[config.mk]
export PLATFORM = sky130hd
export DESIGN_NAME = mux_rr_nto1
export DESIGN_NICKNAME = d
export VERILOG_FILES = /design/src/rtl/mux_rr_nto1.sv
export SDC_FILE = /design/constraint.sdc
export NUM_CORES = 1
export LEC_CHECK = 0
export CAP_MARGIN = 20
export CORE_MARGIN = 4
export CORE_UTILIZATION = 34
export CTS_CLUSTER_DIAMETER = 50
export DETAILED_ROUTE_END_ITERATION = 8
export HOLD_SLACK_MARGIN = 0.06
export PLACE_DENSITY = 0.82
export SLEW_MARGIN = 20
export SYNTH_ARGS = -nofsm -noshare
export SYNTH_HDL_FRONTEND = slang
export SYNTH_SLANG_ARGS = --single-unit
[constraint.sdc]
create_clock -name clk -period 2.2 [get_ports clk]
set_clock_uncertainty 0.05 [all_clocks]
set_input_delay 0.33 -clock clk [delete_from_list [all_inputs] [get_ports clk]]
set_output_delay 0.33 -clock clk [all_outputs]
set_load 0.01 [all_outputs]
[src/rtl/mux_rr_nto1.sv]
// mux_rr_nto1: N:1 registered selector with valid/ready handshakes and round-robin or fixed-priority arbitration
module mux_rr_nto1 #(
    parameter int WIDTH = 32,
    parameter int N     = 4,
    parameter int MODE  = 0,
    parameter int SELW  = 2
) (
    input  logic               clk,
    input  logic               rst,
    input  logic [N-1:0]       in_valid,
    input  logic [N*WIDTH-1:0] in_data,
    output logic [N-1:0]       in_ready,
    output logic               out_valid,
    output logic [WIDTH-1:0]   out_data,
    output logic [SELW-1:0]    out_sel,
    input  logic               out_ready
);
    typedef enum logic {EMPTY, FULL} state_t;
    state_t state, state_nx;
    logic [SELW-1:0] ptr, gidx;
    logic load;
    function automatic logic [SELW-1:0] cand(input logic [SELW-1:0] p, input int k);
        return SELW'((MODE == 0 ? int'(p) + k : k) % N);
    endfunction
    // grant: walk the search order backwards so the earliest valid candidate wins
    always_comb begin
        gidx = '0;
        for (int k = N - 1; k >= 0; k--) begin
            if (in_valid[cand(ptr, k)]) gidx = cand(ptr, k);
        end
    end
    assign out_valid = (state == FULL);
    assign load      = (~out_valid | out_ready) & (|in_valid);
    assign in_ready  = load ? (N'(1) << gidx) : '0;
    // next state: refill wins over drain, drain empties, otherwise hold
    always_comb begin
        state_nx = load ? FULL : (out_ready ? EMPTY : state);
    end
    // output stage occupancy
    always_ff @(posedge clk) begin
        if (rst) state <= EMPTY;
        else     state <= state_nx;
    end
    // data/index capture and pointer advance on every accepted transfer
    always_ff @(posedge clk) begin
        if (rst) begin
            out_data <= '0;
            out_sel  <= '0;
            ptr      <= '0;
        end else if (load) begin
            out_data <= in_data[int'(gidx)*WIDTH +: WIDTH];
            out_sel  <= gidx;
            if (MODE == 0) ptr <= (gidx == SELW'(N - 1)) ? '0 : gidx + 1'b1;
        end
    end
endmodule

==> flow_summary.toml, run 1 <==
[synth]
synthDistinctLibCells = 33
ys.warnings.count = 0
muxShareOfSynthArea = 0.2844
synthAdderAreaFrac = 0
mappedNetlistArea_um2 = 2217
synth.avg_cell_area_um2 = 9.854
yosys.area_share.xor_xnor = 0.003950
largest_family_of_logic_cells_by_synthesized_area = "multiplexers"
synth-edff-count = 0
synth_compound_area_frac = 0.1563
synth_ff_type = "sky130_fd_sc_hd__dfxtp_1"
post_synthesis_net_count = 360
synth.ff_latch_count = 37
postSynthCellCount = 225
asyncSetResetFlopFracSynth = 0
synth-simple-area-share = 0.1569
synth.yosys.seq_area_share = 0.3341

[flow_run]
cap_viol_max_count = 0

[route]
wl_per_cell_um = 15.92
drt_first_pass_iters = 4
vias = 2449
dr.first_iter.drc_count = 47
drt-total-wl_um = 7642
vias_per_cell = 5.102
final_antenna_net_count = 0
drc_errors = 0

[setup_path]
slowest_stage = "sky130_fd_sc_hd__or4_4"
capturing_element_type_of_the_critical_path = "output pin"
crit_type = "input pin to output pin"
data_required_critical_path_ns = 1.82
cpLargestDelayFamily = "simple AND/OR/NAND/NOR gates"
crit_path_max_fanout = 5
crit_chain = "dlygate4sd2_1, or4_4, and2_4, and3_1, clkdlybuf4s15_2"
arrival_ns = 1.74
worstPathBufferInverterCount = 2
cpPeakStageDelay_ns = 0.56
critPathLaunchType = "input pin"

[place]
number_of_port_buffers = 173
routabilityCongestion = 0.7851
pre_cts_setup_slack_ns = -0.4439
numPlacedInstances = 472
dp_hpwl_um = 6127

[sta]
final_hold_viol_count = 0
setup_repair_after_global_routing_missed_its_margin = "no"
final_max_slew_viol_count = 0
worst_slew_margin_rel = 0.6884
final.period_utilization = 0.9659
clock.fmax_mhz = 470.6
finalSetupViolations = 0
finalWorstPathRequiredPeriod_ns = 2.125
timing_worst_slew_pin_value_ns = 0.4674
postLayoutSetupSlackWorst_ns = 0.07503

[clocking]
clock_tree.htree_level_count = 2
cts_tree = "yes"
cts_hold_buffers = 0
clockBufferDepth = 2
cts.reportedPaths.clkPinSlew_ns = 0.07
cts_root_buf = "sky130_fd_sc_hd__clkbuf_8"
cts_sinks = 37
numCtsBuffers = 5
clock_latency_late_sink_ns = 0.28

[final_layout]
fin_nets = 538
antenna_cells = 0
final_cell_count_no_fill = 480
layout-drive-gt1-share = 0.09429
growth_of_design_area_from_synthesis_to_finish_pct = 87.30

[floorplanning]
start_util = 0.3492
io_pins = 174
die-height_um = 88.75
core.rowCount = 29
design.die.area_um2 = 7877
die_w_um = 88.75
coreArea_um2 = 6350

[hold_path]
min_path_type = "register to register"

[power]
power.combinational.fraction = 0.453
power.internal_mw = 1.679
power_density_relative_to_cell_area_nw_per_um2 = 576.9
p_clk_frac = 0.197
switching_share = 0.2992
sequentialPowerShare = 0.350
vdd_drop_max_mv = 0.3988
power_switching_uw = 716.7
static-leakage-power_nw = 1.801

[run_status]
status = "finished, final reports clean"

[global_routing]
aggregate_global_route_resource_usage = 0.1858
grt_first_pass_wirelength_um = 11530
number_of_antenna_violations_at_the_first_check_in_global_routing = 0
overflow = 0
grt_max_degree = 37
number_of_global_route_vias_before_repair = 2475
==> per-stage QoR <==
step                hold slack, ns    util  power [mW]  area [um^2]  TNS, ns
detailed placement          0.4004  0.6363       1.940         4040   -11.66
floorplan                   0.3491       -       1.392         2217        0
global route                0.4444  0.6540       2.529         4153        0
finish                      0.4145  0.6540       2.396         4153        0
global placement            0.3930  0.6363       1.917         4040   -9.856
CTS                         0.4167  0.6534       2.423         4149        0
==> state kept, by name, indices dropped and copies added, names as in the netlist <==
name	flops
out_data	32
out_sel	2
out_valid	1
ptr	2
==> cells in the mapped netlist, drive strengths merged (4+ instances only) <==
cell / count / area share
nand2b: 4 / 0.015
nand2: 37 / 0.063
dfxtp: 37 / 0.33
o221ai: 31 / 0.12
buf: 18 / 0.064
mux2i: 63 / 0.28
nor2: 10 / 0.030
==> final cells by class <==
cell class / instances / area [um^2]
fillers: 543 / 2197
clock buffers: 7 / 86.33
flip-flops and latches: 37 / 740.7
well taps: 77 / 96.34
repair buffers: 189 / 1876
multi-input cells: 170 / 1354
==> power groups by stage <==
stage | Clock, mW | Combinational [mW] | Sequential [mW]
floorplan | 0 | 0.498 | 0.894
global placement | 0 | 1.07 | 0.847
detailed placement | 0 | 1.09 | 0.853
CTS | 0.488 | 1.10 | 0.840
global route | 0.515 | 1.16 | 0.853
finish | 0.471 | 1.09 | 0.839
==> layer usage <==
layer / routed length, um / global-route usage
met1: 2951 / 0.2117
met2: 3946 / 0.3347
met3: 643 / 0.05680
met4: 100 / 0.04945
met5: 0 / 0
==> placed cells by master (no fill, tap or decap), types with 2 or more instances in the layout <==
cell and n:
sky130_fd_sc_hd__clkdlybuf4s15_2 2, sky130_fd_sc_hd__nor2_1 5, sky130_fd_sc_hd__o221ai_1 31, sky130_fd_sc_hd__mux2i_1 63, sky130_fd_sc_hd__and3_1 2, sky130_fd_sc_hd__nor2_2 3, sky130_fd_sc_hd__o211ai_1 2, sky130_fd_sc_hd__nand2b_1 3
sky130_fd_sc_hd__a21oi_1 2, sky130_fd_sc_hd__buf_6 2, sky130_fd_sc_hd__buf_4 12, sky130_fd_sc_hd__clkdlybuf4s50_1 165, sky130_fd_sc_hd__clkbuf_8 6, sky130_fd_sc_hd__dfxtp_1 37, sky130_fd_sc_hd__nand2_1 37, sky130_fd_sc_hd__dlygate4sd2_1 3
sky130_fd_sc_hd__buf_12 2
==> kinds of logic (layout without fill, tap and decap cells) <==
family                 after synthesis  in the layout
AND/OR/NAND/NOR                     64             64
multiplexers                        63             63
AO/OA/AOI/OAI                       42             42
flip-flops                          37             37
buffers and inverters               18            196
XOR/XNOR                             1              1
==> path summary, 6_finish.rpt <==
path / from / to / slack [ns] / depth (start not counted)
worst max-delay path: in_valid[1] / in_ready[2] / 0.08 / 5
worst min register to register: out_data[28] / out_data[28] / 0.41 / 2
worst max register to register: ptr[1] / out_data[1] / 0.22 / 7
worst min-delay path: out_data[28] / out_data[28] / 0.41 / 2
==> worst reg2reg max path: stages, from the launching register on <==
cell and delay [ns]:
sky130_fd_sc_hd__dfxtp_1 0.46, sky130_fd_sc_hd__a21o_1 0.17, sky130_fd_sc_hd__a21boi_1 0.07, sky130_fd_sc_hd__o22a_1 0.25, sky130_fd_sc_hd__buf_6 0.13, sky130_fd_sc_hd__buf_4 0.14, sky130_fd_sc_hd__nand2b_4 0.31, sky130_fd_sc_hd__o221ai_1 0.31
==> repair_timing <==
action	4_1_cts	5_1_grt
pin swaps	3	0
setup endpoints to repair	22	24
gates resized for setup	22	4
buffers inserted	1	0
Note: power is estimated with default switching activity, not from simulation.
==> run 2: changes to the inputs <==
--- a/config.mk
+++ b/config.mk
@@ -5,13 +5,15 @@
 export SDC_FILE = /design/constraint.sdc
 export NUM_CORES = 1
 export LEC_CHECK = 0
+export ABC_AREA = 1
 export CAP_MARGIN = 20
 export CORE_MARGIN = 4
-export CORE_UTILIZATION = 34
+export CORE_UTILIZATION = 40
 export CTS_CLUSTER_DIAMETER = 50
 export DETAILED_ROUTE_END_ITERATION = 8
 export HOLD_SLACK_MARGIN = 0.06
-export PLACE_DENSITY = 0.82
+export PLACE_DENSITY = 0.81
+export REMOVE_ABC_BUFFERS = 1
 export SLEW_MARGIN = 20
 export SYNTH_ARGS = -nofsm -noshare
 export SYNTH_HDL_FRONTEND = slang
==> run 2 against run 1 <==
Total power rose by 140%. Combinational power rose to 3.9 times the previous value. Clock power is 2% higher. Global-route usage up 2.3 points. Cell area rose by 26%. Sequential power grew 32%. Via count is 72% higher. Utilization up 0.96 points. Count of clock-buffer cells in the layout shrank 2. Fmax decreased by 2.5%. Critical path depth is 7 higher. Routed wire length rose by 39%. Largest power group unchanged.
==> flow_summary.toml, run 2 <==
[power]
vdd_drop_max_mv = 0.6745
p_clk_frac = 0.082
power_switching_mw = 2.843
switching_share = 0.4873
sequentialPowerShare = 0.191
power_density_relative_to_cell_area_nw_per_um2 = 1115
power.combinational.fraction = 0.727
static-leakage-power_nw = 2.988
power.internal_mw = 2.991
report.power.total_mw = 5.834

[synth]
yosys.area.top_type = "sky130_fd_sc_hd__nand3_1"
synthDistinctLibCells = 20
netlist_top_cells_count = "170 x sky130_fd_sc_hd__inv_1, 166 x sky130_fd_sc_hd__nand3_1, 115 x sky130_fd_sc_hd__nand2_1, 68 x sky130_fd_sc_hd__nor2_1, 37 x sky130_fd_sc_hd__dfxtp_1"
mappedNetlistArea_um2 = 3299
synth_most_common_cell = "sky130_fd_sc_hd__inv_1"
synth.yosys.seq_area_share = 0.2245
area_share_of_the_largest_cell_type_after_synthesis = 0.2518
asyncSetResetFlopFracSynth = 0
synth-edff-count = 0
synth_ff_type = "sky130_fd_sc_hd__dfxtp_1"
ys.warnings.count = 0
postSynthCellCount = 621
synth.avg_cell_area_um2 = 5.313
synth.ff_latch_count = 37
synth_area_leaders = "sky130_fd_sc_hd__nand3_1 25%, sky130_fd_sc_hd__dfxtp_1 22%, sky130_fd_sc_hd__inv_1 19%, sky130_fd_sc_hd__nand2_1 13%, sky130_fd_sc_hd__nor2_1 7.7%"

[route]
final_antenna_net_count = 0
drc_errors = 0
drt_first_pass_iters = 5
wl_per_cell_um = 11.95
vias_per_cell = 4.750
vias = 4213
drt-total-wl_um = 10600
dr.first_iter.drc_count = 192

[clocking]
cts_root_buf = "sky130_fd_sc_hd__clkbuf_8"
clock_latency_late_sink_ns = 0.28
cts.reportedPaths.clkPinSlew_ns = 0.07
cts_sinks = 37
cts_tree = "yes"
clockBufferDepth = 2
clock_tree.htree_level_count = 2
cts_hold_buffers = 0
numCtsBuffers = 5

[flow_run]
cap_viol_max_count = 0

[global_routing]
grt_max_degree = 65
aggregate_global_route_resource_usage = 0.2087
overflow = 0
number_of_antenna_violations_at_the_first_check_in_global_routing = 0
grt_first_pass_wirelength_um = 17330
number_of_global_route_vias_before_repair = 3977

[floorplanning]
die-height_um = 98.82
die_w_um = 98.82
design.die.area_um2 = 9765
start_util = 0.4183
core.rowCount = 32
coreArea_um2 = 7888
io_pins = 174

[final_layout]
fillCellCount = 717
layout-drive-gt1-share = 0.08408
layout.cell_area.non_filler_um2 = 5234
largestRegisters = "out_data: 32 flops, out_sel: 2 flops, ptr: 2 flops"
multi_input_area_um2 = 1700
regMostFlops = "out_data"
largest_reg_flops = 32
layout.cells.most_common_list = "168 x sky130_fd_sc_hd__clkdlybuf4s50_1, 167 x sky130_fd_sc_hd__inv_1, 163 x sky130_fd_sc_hd__nand3_1"
antenna_cells = 0
mostFrequentLayoutCell = "sky130_fd_sc_hd__clkdlybuf4s50_1"
growth_of_design_area_from_synthesis_to_finish_pct = 58.63
fin_nets = 919
final-seq-area_um2 = 745.7

[setup_path]
critPathLaunchType = "input pin"
arrival_ns = 1.80
capturing_element_type_of_the_critical_path = "output pin"
data_required_critical_path_ns = 1.82
crit_type = "input pin to output pin"
crit_path_max_fanout = 4

[sta]
final_max_slew_viol_count = 0
final_hold_viol_count = 0
finalSetupViolations = 0
final.period_utilization = 0.9910
worst_slew_margin_rel = 0.6889
timing_worst_slew_pin_value_ns = 0.4666
clock.fmax_mhz = 458.7
finalWorstPathRequiredPeriod_ns = 2.180

[hold_path]
min_path_type = "register to register"

[place]
dp_area_um2 = 5065
dp_hpwl_um = 7936
routabilityCongestion = 0.8312
number_of_port_buffers = 173

[run_status]
status = "finished, final reports clean"
-- run 2: changes by cell type in the layout (fill, tap and decap cells not counted), sizes merged, moves of 3 or more --
cell,previous run,this run
clkbuf,8,5
o221ai,31,0
nor2,10,69
inv,0,176
o21ai,1,4
nand2b,4,0
buf,17,26
clkdlybuf4s50,165,168
mux2i,63,0
nand3,0,170
clkinv,0,3
nand2,37,119
dlygate4sd2,3,0
-- run 2: logic make-up (layout without fill, tap and decap cells) --
kind of cell           Yosys count  count (layout)  synth area share
DFF                             37              37            0.2245
AOI/OAI and AO/OA                9               9           0.01479
and+or+nand+nor                360             360            0.4850
buffers and inverters          215             379            0.2757
-- run 2: metal layers --
metal,up-vias,GRT usage,wire [um]
met3,17,0.05379,950
met4,0,0.05777,181
met1,1842,0.2556,4394
met2,191,0.3605,5072
met5,-,0,0
li1,2163,-,-
-- run 2: what timing repair did --
item / 4_1_cts / 5_1_grt
gates resized for setup: 19 / 23
pin swaps: 2 / 8
endpoints found under the setup margin: 19 / 36
setup buffers: 1 / 2
-- run 2: layout make-up --
| class | count | share of cell area |
|---|---|---|
| clock buffer | 5 | 0.01315 |
| clock inverter | 3 | 0.004303 |
| inverter | 176 | 0.1267 |
| multi-input combinational | 369 | 0.3249 |
| sequential | 37 | 0.1425 |
| tap | 102 | 0.02438 |
| timing repair buffer | 195 | 0.3641 |
-- run 2: per-stage QoR --
| step | setup TNS, ns | utilization | cells | setup slack [ns] | hold WS [ns] |
|---|---|---|---|---|---|
| 5_1_grt | -0.4065 | 0.6635 | 887 | -0.06868 | 0.5327 |
| 6_report | 0 | 0.6635 | 887 | 0.01983 | 0.4601 |
| 3_5_place_dp | -11.67 | 0.6421 | 876 | -0.4273 | 0.4482 |
| 2_1_floorplan | -29.96 | - | 582 | -1.010 | 0.3491 |
| 4_1_cts | -0.001335 | 0.6553 | 885 | -0.001335 | 0.4708 |
| 3_3_place_gp | -7.455 | 0.6421 | 876 | -0.3681 | 0.4297 |
-- run 2: worst max-delay path, cell delays in order --
cell and delay, ns:
sky130_fd_sc_hd__clkdlybuf4s50_1 0.48, sky130_fd_sc_hd__inv_1 0.07, sky130_fd_sc_hd__nand2_2 0.10, sky130_fd_sc_hd__nand3_2 0.09, sky130_fd_sc_hd__nand2_2 0.07, sky130_fd_sc_hd__nand3_2 0.09
sky130_fd_sc_hd__nand3_2 0.12, sky130_fd_sc_hd__nand2_4 0.08, sky130_fd_sc_hd__inv_4 0.07, sky130_fd_sc_hd__nand2_2 0.06, sky130_fd_sc_hd__nor2_2 0.09, sky130_fd_sc_hd__buf_2 0.14
-- run 2: path summary, 6_finish.rpt --
path	start	cells after the start	slack, ns	to
max	in_valid[2]	12	0.02	in_ready[0]
min	out_sel[0]	2	0.46	out_sel[0]
max reg2reg	ptr[1]	12	0.17	out_data[25]
min reg2reg	out_sel[0]	2	0.46	out_sel[0]
-- run 2: power by group through the flow --
stage | combinational, mW | sequential (mW) | clock, mW
5_1_grt | 4.71 | 1.15 | 0.532
3_3_place_gp | 4.00 | 1.10 | 0
4_1_cts | 4.12 | 1.10 | 0.504
6_report | 4.24 | 1.11 | 0.479
3_5_place_dp | 4.09 | 1.11 | 0
2_1_floorplan | 2.31 | 1.22 | 0
==> run 3: changes to the inputs <==
--- a/config.mk
+++ b/config.mk
@@ -10,9 +10,11 @@
 export CORE_MARGIN = 4
 export CORE_UTILIZATION = 40
 export CTS_CLUSTER_DIAMETER = 50
+export CTS_CLUSTER_SIZE = 28
 export DETAILED_ROUTE_END_ITERATION = 8
 export HOLD_SLACK_MARGIN = 0.06
 export PLACE_DENSITY = 0.81
+export RECOVER_POWER = 25
 export REMOVE_ABC_BUFFERS = 1
 export SLEW_MARGIN = 20
 export SYNTH_ARGS = -nofsm -noshare
==> run 3 against run 2 <==
Non-clock buffer count stayed put. First-iteration DRC count is 3.1% lower. Critical path depth unchanged. Fmax is essentially flat. Hold slack gained 0.00053 ns. Register-to-register slack barely moved. Global-route usage did not move. Die area is the same. Setup slack got worse by 0.00072 ns. Critical path type unchanged.
==> flow_summary.toml, run 3 (synthesis gave the netlist of run 2 again) <==
[sta]
clock.fmax_mhz = 458.5
whs_ns = 0.4606
final.period_utilization = 0.9913
postLayoutSetupSlackWorst_ns = 0.01911
final_hold_viol_count = 0
worst_slew_margin_rel = 0.6914
finalWorstPathRequiredPeriod_ns = 2.181
final_max_slew_viol_count = 0
timing_worst_slew_pin_value_ns = 0.4628
finalSetupViolations = 0

[final_layout]
layout.cells.most_common_list = "167 x sky130_fd_sc_hd__inv_1, 163 x sky130_fd_sc_hd__nand3_1, 152 x sky130_fd_sc_hd__clkdlybuf4s50_1"
final-seq-area_um2 = 745.7
mostFrequentLayoutCell = "sky130_fd_sc_hd__inv_1"
final_util = 0.6635
fillCellCount = 717
multi_input_area_um2 = 1700
growth_of_design_area_from_synthesis_to_finish_pct = 58.63
antenna_cells = 0
regMostFlops = "out_data"
largest_reg_flops = 32
layout-drive-gt1-share = 0.08408
largestRegisters = "out_data: 32 flops, out_sel: 2 flops, ptr: 2 flops"
fin_nets = 919

[setup_path]
arrival_ns = 1.80
critPathLaunchType = "input pin"
setup.reg_to_reg.worst_slack_ns = 0.17
capturing_element_type_of_the_critical_path = "output pin"
data_required_critical_path_ns = 1.82
crit_type = "input pin to output pin"
crit_path_max_fanout = 4

[clocking]
cts.reportedPaths.clkPinSlew_ns = 0.07
cts_sinks = 37
cts_root_buf = "sky130_fd_sc_hd__clkbuf_8"
numCtsBuffers = 5
clock_tree.htree_level_count = 2
clockBufferDepth = 2
clock_latency_late_sink_ns = 0.28
cts_tree = "yes"

[floorplanning]
start_util = 0.4183
design.die.area_um2 = 9765
die-height_um = 98.82
die_w_um = 98.82
coreArea_um2 = 7888
core.rowCount = 32
io_pins = 174

[hold_path]
min_path_type = "register to register"

[route]
dr.first_iter.drc_count = 186
drc_errors = 0
vias_per_cell = 4.744
vias = 4208
final_antenna_net_count = 0
wl_per_cell_um = 11.92
drt-total-wl_um = 10570
drt_first_pass_iters = 5

[power]
power_density_relative_to_cell_area_nw_per_um2 = 1104
vdd_drop_max_mv = 0.6693
static-leakage-power_nw = 3.020
report.power.total_mw = 5.778

[place]
routabilityCongestion = 0.8312
dp_hpwl_um = 7936
pre_cts_setup_slack_ns = -0.4273
number_of_port_buffers = 173

[run_status]
status = "finished, final reports clean"

[global_routing]
grt_max_degree = 65
aggregate_global_route_resource_usage = 0.2087
number_of_global_route_vias_before_repair = 3977
grt_first_pass_wirelength_um = 17330
number_of_antenna_violations_at_the_first_check_in_global_routing = 0
overflow = 0

[flow_run]
cap_viol_max_count = 0
-- run 3: changes by cell type in the layout (fill, tap and decap cells not counted) --
cell	change
sky130_fd_sc_hd__clkdlybuf4s50_1	-16
sky130_fd_sc_hd__buf_4	-1
sky130_fd_sc_hd__dlygate4sd3_1	+16
sky130_fd_sc_hd__clkbuf_4	+1
-- run 3: report_power, final --
part           leakage [nW]  internal, mW  switching, mW  total (mW)
logic                  2.66          1.78           2.41        4.19
registers             0.309         0.945          0.161        1.11
clock network        0.0481         0.225          0.255       0.480
-- run 3: worst max-delay path: stages --
cell                              delay [ns]
sky130_fd_sc_hd__clkdlybuf4s50_1        0.48
sky130_fd_sc_hd__inv_1                  0.07
sky130_fd_sc_hd__nand2_2                0.10
sky130_fd_sc_hd__nand3_2                0.09
sky130_fd_sc_hd__nand2_2                0.07
sky130_fd_sc_hd__nand3_2                0.09
sky130_fd_sc_hd__nand3_2                0.12
sky130_fd_sc_hd__nand2_4                0.08
sky130_fd_sc_hd__inv_4                  0.07
sky130_fd_sc_hd__nand2_2                0.06
sky130_fd_sc_hd__nor2_2                 0.09
sky130_fd_sc_hd__buf_2                  0.14
-- run 3: metal layers --
metal,vias up,part of all wire,GRT usage
met5,-,0,0
met2,188,0.48,0.3605
met3,19,0.090,0.05379
li1,2165,-,-
met1,1836,0.42,0.2556
met4,0,0.018,0.05777
-- run 3: final cells by class --
type | count | share of cell area
sequential | 37 | 0.1425
inverter | 176 | 0.1267
tap | 102 | 0.02438
clock inverter | 3 | 0.004303
timing repair buffer | 195 | 0.3641
clock buffer | 5 | 0.01315
multi-input combinational | 369 | 0.3249
-- run 3: per-stage QoR --
step / cell area [um^2] / instances / setup TNS, ns
2_1_floorplan: 3050 / 582 / -29.96
3_3_place_gp: 5065 / 876 / -7.455
3_5_place_dp: 5065 / 876 / -11.67
4_1_cts: 5169 / 885 / -0.001335
5_1_grt: 5234 / 887 / -0.4065
6_report: 5234 / 887 / 0
-- run 3: worst paths after layout --
| kind | cells past startpoint | from | endpoint |
|---|---|---|---|
| min reg2reg | 2 | out_sel[0] | out_sel[0] |
| min | 2 | out_sel[0] | out_sel[0] |
| max | 12 | in_valid[2] | in_ready[0] |
| max reg2reg | 12 | ptr[1] | out_data[25] |
-- run 3: timing repair --
action                                  CTS  global route
pin swaps                                 2             8
endpoints found under the setup margin   19            36
buffers inserted                          1             2
gates resized for setup                  19            23
hold buffers                              0             0
